--- config.mk ---
export PLATFORM = sky130hd
export DESIGN_NAME = led_rate_scheduler_flat
export DESIGN_NICKNAME = d
export VERILOG_FILES = /design/src/rtl/led_rate_scheduler_if.sv /design/src/rtl/led_rate_scheduler.sv /design/src/flat_wrapper.sv
export SDC_FILE = /design/constraint.sdc
export NUM_CORES = 1
export LEC_CHECK = 0
export ABC_AREA = 1
export BUFFER_PORTS_ARGS = -buffer_cell sky130_fd_sc_hd__buf_2
export CAP_MARGIN = 15
export CORE_MARGIN = 2
export CORE_UTILIZATION = 55
export CTS_CLUSTER_SIZE = 14
export DETAILED_ROUTE_END_ITERATION = 10
export MAX_ROUTING_LAYER = met4
export PLACE_DENSITY = 0.72
export SLEW_MARGIN = 20
export SYNTH_ARGS = -nofsm -noshare
export SYNTH_HDL_FRONTEND = slang
export SYNTH_SLANG_ARGS = --single-unit
--- constraint.sdc ---
create_clock -name clock -period 2 [get_ports clock]
set_input_delay 0.3 -clock clock [delete_from_list [all_inputs] [get_ports clock]]
set_output_delay 0.3 -clock clock [all_outputs]
set_load 0.03 [all_outputs]
--- src/rtl/led_rate_scheduler_if.sv ---
// Board-side bundle for the LED rate scheduler.
// Raw enable/switch inputs in, LED drive and status out.
interface led_rate_scheduler_if;
  logic       enable;
  logic [3:0] sw;
  logic [3:0] led;
  logic [1:0] state;
  logic [7:0] rate_sel;

  modport master (
    output enable,
    output sw,
    input  led,
    input  state,
    input  rate_sel
  );

  modport slave (
    input  enable,
    input  sw,
    output led,
    output state,
    output rate_sel
  );
endinterface

--- src/rtl/led_rate_scheduler.sv ---
// Four-channel LED blinker with per-channel selectable rate.
// Tick prescaler, switch debounce, OFF/LAMP/RUN sequencer.
module led_rate_scheduler #(
  parameter int CLK_HZ         = 50_000_000,
  parameter int TICK_HZ        = 1000,
  parameter int DEBOUNCE_TICKS = 10,
  parameter int LAMP_TICKS     = 500
) (
  input logic                clock,
  input logic                reset_n,
  led_rate_scheduler_if.slave bus
);

  localparam int DIV = CLK_HZ / TICK_HZ;
  localparam int PW  = (DIV > 1) ? $clog2(DIV) : 1;

  localparam int HP0 = TICK_HZ / 200;
  localparam int HP1 = TICK_HZ / 100;
  localparam int HP2 = TICK_HZ / 20;
  localparam int HP3 = TICK_HZ / 2;
  localparam int CW  = (HP3 > 1) ? $clog2(HP3) : 1;

  localparam int DW0 = $clog2(DEBOUNCE_TICKS + 1);
  localparam int DW  = (DW0 > 0) ? DW0 : 1;
  localparam int LW0 = $clog2(LAMP_TICKS + 1);
  localparam int LW  = (LW0 > 0) ? LW0 : 1;

  localparam logic [1:0] S_OFF  = 2'd0;
  localparam logic [1:0] S_LAMP = 2'd1;
  localparam logic [1:0] S_RUN  = 2'd2;

  localparam logic [PW-1:0] PRE_LAST  = PW'(DIV - 1);
  localparam logic [DW-1:0] DB_LAST   = DW'(DEBOUNCE_TICKS - 1);
  localparam logic [LW-1:0] LAMP_LAST = LW'(LAMP_TICKS - 1);

  // last counter value of a half period for a rate index
  function automatic logic [CW-1:0] hp_last(input logic [1:0] r);
    logic [CW-1:0] v;
    v = CW'(HP3 - 1);
    case (r)
      2'd0: v = CW'(HP0 - 1);
      2'd1: v = CW'(HP1 - 1);
      2'd2: v = CW'(HP2 - 1);
      2'd3: v = CW'(HP3 - 1);
      default: v = CW'(HP3 - 1);
    endcase
    return v;
  endfunction

  logic [PW-1:0] pre_q, pre_d;
  logic          tick;

  logic          en_s1_q, en_s2_q;
  logic [3:0]    sw_s1_q, sw_s2_q;

  logic [3:0][DW-1:0] db_cnt_q, db_cnt_d;
  logic [3:0]         deb_q, deb_d;
  logic [3:0]         deb_prev_q;
  logic [3:0]         step;

  logic [7:0]    rate_q, rate_d;

  logic [1:0]    st_q, st_d;
  logic [LW-1:0] lamp_q, lamp_d;

  logic [3:0][CW-1:0] ch_q, ch_d;
  logic [3:0]         led_q, led_d;

  assign tick = (pre_q == PRE_LAST);

  // free-running tick prescaler
  always_comb begin
    pre_d = pre_q + PW'(1);
    if (tick) begin
      pre_d = '0;
    end
  end

  // prescaler register
  always_ff @(posedge clock or negedge reset_n) begin
    if (!reset_n) begin
      pre_q <= '0;
    end else begin
      pre_q <= pre_d;
    end
  end

  // two-stage synchronizers for the asynchronous board inputs
  always_ff @(posedge clock or negedge reset_n) begin
    if (!reset_n) begin
      en_s1_q <= 1'b0;
      en_s2_q <= 1'b0;
      sw_s1_q <= '0;
      sw_s2_q <= '0;
    end else begin
      en_s1_q <= bus.enable;
      en_s2_q <= en_s1_q;
      sw_s1_q <= bus.sw;
      sw_s2_q <= sw_s1_q;
    end
  end

  // debounce: a new level must persist for DEBOUNCE_TICKS ticks
  always_comb begin
    db_cnt_d = db_cnt_q;
    deb_d    = deb_q;
    for (int i = 0; i < 4; i++) begin
      if (sw_s2_q[i] == deb_q[i]) begin
        db_cnt_d[i] = '0;
      end else if (tick) begin
        if (db_cnt_q[i] == DB_LAST) begin
          deb_d[i]    = sw_s2_q[i];
          db_cnt_d[i] = '0;
        end else begin
          db_cnt_d[i] = db_cnt_q[i] + DW'(1);
        end
      end
    end
  end

  // debounce state and previous value for edge detection
  always_ff @(posedge clock or negedge reset_n) begin
    if (!reset_n) begin
      db_cnt_q   <= '0;
      deb_q      <= '0;
      deb_prev_q <= '0;
    end else begin
      db_cnt_q   <= db_cnt_d;
      deb_q      <= deb_d;
      deb_prev_q <= deb_q;
    end
  end

  assign step = deb_q & ~deb_prev_q;

  // each accepted press advances that channel's rate, wrapping
  always_comb begin
    rate_d = rate_q;
    for (int i = 0; i < 4; i++) begin
      if (step[i]) begin
        rate_d[2*i +: 2] = rate_q[2*i +: 2] + 2'd1;
      end
    end
  end

  // rate selection register, all channels start at 1 Hz
  always_ff @(posedge clock or negedge reset_n) begin
    if (!reset_n) begin
      rate_q <= 8'hFF;
    end else begin
      rate_q <= rate_d;
    end
  end

  // OFF -> LAMP -> RUN sequencer driven by the synced enable
  always_comb begin
    st_d   = st_q;
    lamp_d = lamp_q;
    unique case (st_q)
      S_OFF: begin
        lamp_d = '0;
        if (en_s2_q) begin
          st_d = (LAMP_TICKS == 0) ? S_RUN : S_LAMP;
        end
      end
      S_LAMP: begin
        if (!en_s2_q) begin
          st_d   = S_OFF;
          lamp_d = '0;
        end else if (tick) begin
          if (lamp_q == LAMP_LAST) begin
            st_d   = S_RUN;
            lamp_d = '0;
          end else begin
            lamp_d = lamp_q + LW'(1);
          end
        end
      end
      S_RUN: begin
        lamp_d = '0;
        if (!en_s2_q) begin
          st_d = S_OFF;
        end
      end
      default: begin
        st_d   = S_OFF;
        lamp_d = '0;
      end
    endcase
  end

  // sequencer state and lamp-test counter
  always_ff @(posedge clock or negedge reset_n) begin
    if (!reset_n) begin
      st_q   <= S_OFF;
      lamp_q <= '0;
    end else begin
      st_q   <= st_d;
      lamp_q <= lamp_d;
    end
  end

  // per-channel half-period counters; a rate change restarts
  // the channel and takes priority over a same-cycle toggle
  always_comb begin
    ch_d  = ch_q;
    led_d = led_q;
    for (int i = 0; i < 4; i++) begin
      if (st_q != S_RUN || st_d != S_RUN) begin
        ch_d[i]  = '0;
        led_d[i] = (st_d == S_LAMP);
      end else if (step[i]) begin
        ch_d[i]  = '0;
        led_d[i] = 1'b0;
      end else if (tick) begin
        if (ch_q[i] == hp_last(rate_q[2*i +: 2])) begin
          ch_d[i]  = '0;
          led_d[i] = ~led_q[i];
        end else begin
          ch_d[i] = ch_q[i] + CW'(1);
        end
      end
    end
  end

  // channel counters and registered LED drive
  always_ff @(posedge clock or negedge reset_n) begin
    if (!reset_n) begin
      ch_q  <= '0;
      led_q <= '0;
    end else begin
      ch_q  <= ch_d;
      led_q <= led_d;
    end
  end

  assign bus.led      = led_q;
  assign bus.state    = st_q;
  assign bus.rate_sel = rate_q;

endmodule
--- src/flat_wrapper.sv ---
// flat-port wrapper written by rule: the top's interface ports become plain ports
module led_rate_scheduler_flat 
#(
  parameter int CLK_HZ         = 50_000_000,
  parameter int TICK_HZ        = 1000,
  parameter int DEBOUNCE_TICKS = 10,
  parameter int LAMP_TICKS     = 500
)
  (clock, reset_n, bus_enable, bus_sw, bus_led, bus_state, bus_rate_sel);
  led_rate_scheduler_if bus_i ();
  input logic clock;
  input logic reset_n;
  input wire logic [$bits(bus_i.enable)-1:0] bus_enable;
  input wire logic [$bits(bus_i.sw)-1:0] bus_sw;
  output wire logic [$bits(bus_i.led)-1:0] bus_led;
  output wire logic [$bits(bus_i.state)-1:0] bus_state;
  output wire logic [$bits(bus_i.rate_sel)-1:0] bus_rate_sel;
  assign bus_i.enable = bus_enable;
  assign bus_i.sw = bus_sw;
  assign bus_led = bus_i.led;
  assign bus_state = bus_i.state;
  assign bus_rate_sel = bus_i.rate_sel;
  led_rate_scheduler #(.CLK_HZ(CLK_HZ), .TICK_HZ(TICK_HZ), .DEBOUNCE_TICKS(DEBOUNCE_TICKS), .LAMP_TICKS(LAMP_TICKS)) u_core (.clock(clock), .reset_n(reset_n), .bus(bus_i));
endmodule
* Yosys cells after proc, flatten, opt, wreduce, memory -nomap -nowiden
Index checks and enable logic that the tools add are counted.
** Word-level totals
- Register bits after elaboration :: 109
- Logic and storage cells :: 181
- Input port bits :: 7
- Output and inout port bits :: 14
** Cells by class
- Bitwise operators :: 10
- Muxes and demuxes :: 71
- Add/sub/neg operators :: 14
- Reductions and logical operators :: 26
- Equal/unequal tests :: 32
** Operator list (number)
- 2-to-1 mux 9 bit :: 32
- case mux 9 bit (4 select lines) :: 4
- 2-to-1 mux 4 bit :: 12
- adder 9 x 1 -> 9 bit, second input constant :: 5
- equality test 9 bit :: 4
- nonzero test 3 bit :: 8
- equality test 2 bit, second input constant :: 9
- adder 16 x 1 -> 16 bit, second input constant :: 1
- adder 4 x 1 -> 4 bit, second input constant :: 4
- equality test 16 bit, second input constant :: 1
- equality test 4 bit, second input constant :: 4
- 2-to-1 mux 1 bit :: 16
- 2-to-1 mux 16 bit :: 1
- equality test 2 x 1 -> 1 bit, second input constant :: 6
- AND reduction 3 bit :: 4
- logical NOT 2 bit :: 5
- 2-to-1 mux 2 bit :: 5
- equality test 9 bit, second input constant :: 1
- adder 2 x 1 -> 2 bit, second input constant :: 4
- inverter 1 bit :: 8
- AND reduction 2 bit :: 4
- nonzero test 2 bit :: 4
- case mux 2 bit (3 select lines) :: 1
- AND 4 bit :: 1
- 5 further kinds :: 9

* Depth between registers and ports, before layout
Gate-level depths: netlist (run 1).
- Depth in word-level cells :: 13
- Gate-level depth with buffers :: 13
- Depth with buffers taken out :: 13

* Worst setup path before layout (run 1)
No wires, ideal clock.
- Path kind :: register to register
- Start point :: reg u_core.rate_q[6] (netlist: u_core.bus.rate_sel[6])
- End point :: reg u_core.led_q[3] (netlist: u_core.bus.led[3])
- Cell stages (with the launch flop) :: 13
- Data required time :: 1.883 ns
- Path slack :: 0.201 ns
- Setup time :: 0.117 ns
- Data arrival time :: 1.682 ns
- Buffers on the path :: 0
- Period minus slack after synthesis :: 1.799 ns
- Cells stage by stage :: dfstp_2 -> ha_1 -> inv_1 -> nand2_1 -> nand2_1 -> nand2_1 -> nand2_1 -> nand3_1 -> nand2_1 -> nand2_1 -> inv_1 -> nand2_1 -> nand2_1
** On the way
- Longest elaborated chain between the ends :: 8
- Elaborated cells between the ends (all ways) :: 11
- Classes of those cells :: 4 x eq/ne; 4 x mux; 3 x reduce/logical
** RTL lines
- start: declaration :: line led_rate_scheduler.sv:61 : logic [7:0] rate_q, rate_d;
- start signal: assignment :: line led_rate_scheduler.sv:151 : rate_q <= rate_d;
- equality test 2 bit, or another cell as far along :: line led_rate_scheduler.sv:40 : case (r)
- case mux 9 bit (4 select lines) (*) :: line led_rate_scheduler.sv:40
- 2-to-1 mux 9 bit (*) :: line led_rate_scheduler.sv:215 : end else if (tick) begin
- 2-to-1 mux 9 bit (*) :: line led_rate_scheduler.sv:212 : end else if (step[i]) begin
- 2-to-1 mux 9 bit (*) :: line led_rate_scheduler.sv:209 : if (st_q != S_RUN || st_d != S_RUN) begin
- equality test 9 bit (*) :: line led_rate_scheduler.sv:216 : if (ch_q[i] == hp_last(rate_q[2*i +: 2])) begin
- nonzero test 3 bit (no source line) (*)
- AND reduction 2 bit (no source line) (*)
- end signal: assignment :: line led_rate_scheduler.sv:233 : led_q <= led_d;
- end: declaration :: line led_rate_scheduler.sv:67 : logic [3:0] led_q, led_d;
Every way passes the cells marked *; elsewhere a longest branch is shown, timed or not. The select of a mux whose other input is x is not followed.
A chain may end at the register's enable or synchronous reset.

* Worst setup path after layout (run 1)
Same ends and word-level chain as after synthesis.

==> out/metrics.yaml, run 1 <==
critical_path:
  cp-end-kind: "register"
  critPathKind: "reg -> reg"
  r2r_cells: 12
  critPathMaxStageDelay_ps: 590
  crit_fanout: 6
  crit_slowest_cell: "dfstp_2"
  start_kind: "register"
  path_cells: "inv_1 -> ha_1 -> inv_2 -> nand2_1 -> nand2_1 -> nand2_1 -> nand3_1 -> nand2_1 -> nand2_2 -> inv_1 -> nand2_1 -> nand2_1"
  cpMostUsedCell: "nand2_1"
  cp.required_ps: 2270
  cp_data_arrival_time_ps: 2110
placement:
  hpwlAfterDp_um: 8640
  place_congestion: 0.972
  dpl_cell_area_um2: 6280
  io_buffer_count: 20
sta:
  max_freq_ghz: 0.544
  finalClockSkew_ps: 11.4
  holdWs_ps: 25.0
  tightest_slew_ps: 530
  drv_slew: 0
  period_share: 0.919
  setup_viol: 0
  finalSetupTns_ps: 0
  fin_crit_ps: 1840
  hold_viol_final: 0
  slew_headroom: 0.647
cells_and_area:
  multi_input_area_um2: 2820
  n_antenna_cell: 0
  area_growth_syn_to_layout_pct: 9.13
  drive_above_1_share: 0.113
  fin_nets: 801
  n_fill_cell: 965
  fin_area_um2: 6520
  seqCellArea_um2: 2740
routing:
  final_antenna_net_count: 0
  finalWirelength_um: 11800
  vias_per_cell: 5.28
  dr_wl_met2_um: 5760
  post_drt_wl_per_cell_um: 13.0
  dr.pass1.iters: 5
  met3_wirelength_um: 380
  drt-met1-wl_um: 5480
  vias: 4802
  drc_errors: 0
  top_layer: "met4"
  drtIter0Drc: 267
grt:
  grt_usage: 0.224
  grt_pass1_vias: 4642
  antenna_found_initial: 0
  grt_max_degree: 103
  grt_pass1_wl_um: 20400
  overflow: 0
die:
  die_y_um: 108
  rows: 38
  start_util: 0.559
  io_pins: 21
  die_x_um: 108
  dieArea_um2: 11700
  coreArea_um2: 10700
synth:
  synth-seq-area-share: 0.458
  synth-seq-cells: 109
  ys.flop_type: "dfrtp_1"
  synth_cells: 726
  synthesis.area_um2: 5980
  synth_area_leaders: "dfrtp_1 (42%), nand2_1 (8.4%), inv_1 (6.5%)"
  synth_edf_count: 0
  synth_fp_nets: 763
  avgSynthCellArea_um2: 8.23
  synth_warnings: 0
  synth_cell_types: 39
  synth_top_area_frac: 0.423
  async_reset_ff_frac: 1.00
  yosysTopAreaCell: "dfrtp_1"
power:
  p_leak_uw: 0.00309
  powerDensity_nw_per_um2: 555
  ir_drop_mv: 0.368
worst_hold_path:
  hold_depth: 1
  hp-class: "in -> reg"
clock_tree:
  cts_tree: "yes"
  clk_pin_slew_ps: 100
  clk_latency_ps: 380
  cts_sinks: 109
  clock-root-buffer: "clkbuf_8"
  h-tree-depth: 3
  numCtsBuffers: 9
  cts_buffer_depth: 2
run:
  drv_cap: 0
status:
  status: "completed"
## sequential cells by signal (all words and copies together) (netlist names)
register and flops:
u_core.sw_s2_q 4, u_core.db_cnt_q 16, u_core.sw_s1_q 4, u_core.en_s2_q 1
u_core.deb_prev_q 4, u_core.ch_q 36, u_core.en_s1_q 1, u_core.bus.rate_sel 8
u_core.pre_q 16, u_core.bus.led 4, u_core.bus.state 2, u_core.lamp_q 9
u_core.deb_q 4
## cell type report
cell class              count  area share
well taps                 140      0.0269
flip-flops and latches    109       0.420
clock inverters             5     0.00537
inverters                 107      0.0620
multi-input cells         503       0.432
clock buffers              11      0.0201
repair buffers             34      0.0342
## worst paths after layout
check / start / endpoint / slack, ps
max: u_core.bus.rate_sel[6]$_DFFE_PN1P_ / u_core.bus.led[3]$_DFFE_PN0P_ / 160
min: bus_sw[0] / u_core.sw_s1_q[0]$_DFF_PN0_ / 30
max reg2reg: u_core.bus.rate_sel[6]$_DFFE_PN1P_ / u_core.bus.led[3]$_DFFE_PN0P_ / 160
min reg2reg: u_core.en_s1_q$_DFF_PN0_ / u_core.en_s2_q$_DFF_PN0_ / 340
max in group asynchronous: reset_n / u_core.bus.rate_sel[1]$_DFFE_PN1P_ / 990
min in group asynchronous: reset_n / u_core.ch_q[21]$_DFFE_PN0P_ / 270
## cell usage in the layout, fill, tap and decap left out, types with 6 or more instances in the layout
| cell type | count |
|---|---|
| a21oi_1 | 35 |
| buf_2 | 19 |
| buf_4 | 13 |
| clkbuf_8 | 9 |
| dfrtp_1 | 101 |
| dfstp_2 | 8 |
| ha_1 | 30 |
| inv_1 | 102 |
| nand2_1 | 132 |
| nand2_2 | 6 |
| nand3_1 | 48 |
| nand4_1 | 24 |
| nor2_1 | 85 |
| nor3_1 | 23 |
| o21ai_0 | 32 |
| o21bai_1 | 6 |
| o22ai_1 | 7 |
| xnor2_1 | 11 |
| xor2_1 | 25 |
## metrics by stage
step	power (uW)	util	cells	setup slack, ps
after CTS	3670	0.604	907	98.1
after global routing	3780	0.610	909	-11.1
after floorplan	2370	-	726	201
after global placement	2460	0.587	890	162
final	3620	0.610	909	162
after detailed placement	2460	0.587	890	116
## metal layers
metal	track usage	vias to the layer above
met5	-	-
met4	0.0723	0
met3	0.0374	21
met2	0.377	88
met1	0.276	2279
li1	-	2414
## worst max-delay path: cells and delay by family (launching register included)
kind | cells | cell delay (ps)
and+or+nand+nor | 8 | 660
buffers and inverters | 3 | 250
DFF | 1 | 590
adders and majority gates | 1 | 250
## cell usage after synthesis (3+ instances only)
library cell and count:
o21ai_0 33, nand3_1 48, and3_1 4, xor2_1 25, nand2_1 133, nor2_1 87, dfrtp_1 101, dfstp_2 8
xnor2_1 11, nand4_1 24, inv_2 3, nand2_2 7, nor3_1 24, buf_6 5, nor3_2 3, o22ai_1 7
inv_1 104, ha_1 30, nand3_2 4, o21bai_1 6, nor4_1 3, a21oi_1 35
## where the power goes
part           switching (uW)  internal (uW)  total [uW]
logic                     129           43.2         172
clock network             743            460        1200
registers                18.3           2230        2250
## what timing repair did
item	in CTS	in global routing
setup buffers	0	2
gates resized for setup	0	13
hold buffers	1	0
hold endpoints to repair	7	0
endpoints found under the setup margin	0	35
## kinds of logic (layout without fill, tap and decap cells)
group | Yosys count | count (layout) | synth area share
simple gates | 348 | 348 | 0.266
buf+inv | 114 | 157 | 0.0781
flops | 109 | 109 | 0.458
compound gates | 88 | 88 | 0.0808
xor+xnor | 36 | 36 | 0.0528
fa+ha+maj | 30 | 30 | 0.0628
mux | 1 | 1 | 0.00168
(Power assumes the default switching activity.)
==> run 2: changes to the inputs <==
- SETUP_SLACK_MARGIN: default -> 0.3
==> out/metrics.yaml, run 2 (same netlist as run 1, synthesis figures left out) <==
cells_and_area:
  n_antenna_cell: 0
  reg_top3: "u_core.ch_q x36, u_core.db_cnt_q x16, u_core.pre_q x16"
  layout_commonest_cell: "nand2_1"
  layout_common_cells: "nand2_1 (111), dfrtp_1 (96), inv_1 (90), nor2_1 (71), buf_4 (42)"
  stdcell_count: 950
  largest_reg_flops: 36
  area_growth_syn_to_layout_pct: 22.8
  largest_register: "u_core.ch_q"
  fin_nets: 842
  drive_above_1_share: 0.265
sta:
  tightest_slew_ps: 549
  finalSetupTns_ps: 0
  setup_viol: 0
  slew_headroom: 0.631
  finalClockSkew_ps: 7.79
  period_share: 0.936
  max_freq_ghz: 0.534
  hold_viol_final: 0
  fin_crit_ps: 1870
  layout_setup_ws_ps: 128
  drv_slew: 0
  rsz0062_at_grt: "true"
critical_path:
  critPathKind: "reg -> reg"
  crit_fanout: 8
  start_kind: "register"
  path_cells: "ha_4 -> nand3_4 -> nor2_4 -> nand2_8 -> o21ai_4 -> nand3_1 -> nand2_1 -> nand2_1"
  cp-end-kind: "register"
  cp_top_family: "simple AND/OR/NAND/NOR gates"
  crit_slowest_cell: "dfrtp_1"
  critPathMaxStageDelay_ps: 420
  cpMostUsedCell: "nand2_1"
  cp_num_buf_inv: 0
  cp.required_ps: 2280
  cp_data_arrival_time_ps: 2150
clock_tree:
  cts_tree: "yes"
  cts_buffer_depth: 2
  clk_latency_ps: 380
  cts_sinks: 109
  clock-root-buffer: "clkbuf_8"
  clk_pin_slew_ps: 100
  numCtsBuffers: 9
  h-tree-depth: 3
placement:
  pre_cts_ws_ps: 86.6
  hpwlAfterDp_um: 8840
  io_buffer_count: 20
  dp_cells: 888
  place_congestion: 0.913
grt:
  grt_usage: 0.246
  grt_pass1_vias: 5063
  grt_max_degree: 57
  grt_pass1_wl_um: 22200
  overflow: 0
  antenna_found_initial: 0
power:
  powerDensity_nw_per_um2: 497
  ir_drop_mv: 0.460
  finalPower_uw: 3650
  p_leak_uw: 0.00332
die:
  die_x_um: 108
  start_util: 0.559
  io_pins: 21
  coreArea_um2: 10700
  die_y_um: 108
  rows: 38
  dieArea_um2: 11700
routing:
  post_drt_wl_per_cell_um: 14.5
  final_antenna_net_count: 0
  vias_per_cell: 5.48
  drc_errors: 0
  drtIter0Drc: 329
  dr.pass1.iters: 5
  finalWirelength_um: 13800
  vias: 5206
run:
  drv_cap: 0
status:
  status: "completed"
worst_hold_path:
  hp-class: "in -> reg"
run 2: cell types whose count changed in the layout (fill, tap and decap cells not counted), sizes merged:
cell / before / now
buf: 33 / 71
clkinv: 2 / 5
nand2: 142 / 145
inv: 109 / 107
clkinvlp: 1 / 0
run 2: cell type report:
cell class	count	area, um2
tap	140	175
fill	834	3360
sequential	109	2740
inverter	107	427
clock buffer	11	131
timing repair buffer	72	559
multi-input combinational	506	3270
clock inverter	5	28.8
run 2: through the flow:
stage / hold WS [ps] / cell area, um2 / util
final: 24.8 / 7340 / 0.686
after global placement: 122 / 6300 / 0.589
after detailed placement: 121 / 6300 / 0.589
after global routing: 13.2 / 7340 / 0.686
after floorplan: 4.41 / 6010 / -
after CTS: 10.4 / 6750 / 0.631
run 2: final timing paths:
check	from	to	slack [ps]	cells past startpoint
max in group asynchronous	reset_n	u_core.bus.rate_sel[7]$_DFFE_PN1P_	1130	3
max	u_core.pre_q[1]$_DFF_PN0_	u_core.bus.led[3]$_DFFE_PN0P_	130	8
max reg2reg	u_core.pre_q[1]$_DFF_PN0_	u_core.bus.led[3]$_DFFE_PN0P_	130	8
min in group asynchronous	reset_n	u_core.ch_q[11]$_DFFE_PN0P_	260	2
min	bus_enable	u_core.en_s1_q$_DFF_PN0_	20	1
min reg2reg	u_core.sw_s1_q[0]$_DFF_PN0_	u_core.sw_s2_q[0]$_DFF_PN0_	360	0
run 2: repair_timing:
item                                    CTS  global route
resized for setup                        32           116
pin swaps                                21            40
hold endpoints to repair                 75             0
cloned                                    1             2
endpoints found under the setup margin   67            68
hold buffers                              1             0
buffers inserted                         23            19
run 2: layer usage:
layer	vias up	wire (um)	track usage
met3	41	590	0.0332
met5	-	0	-
li1	2509	-	-
met4	0	470	0.114
met2	174	6840	0.398
met1	2482	5880	0.308
run 2: power breakdown:
part	leakage [uW]	switching, uW	internal [uW]
Combinational	0.00179	148	59.0
Clock	0.0000868	742	449
Sequential	0.00144	21.5	2230
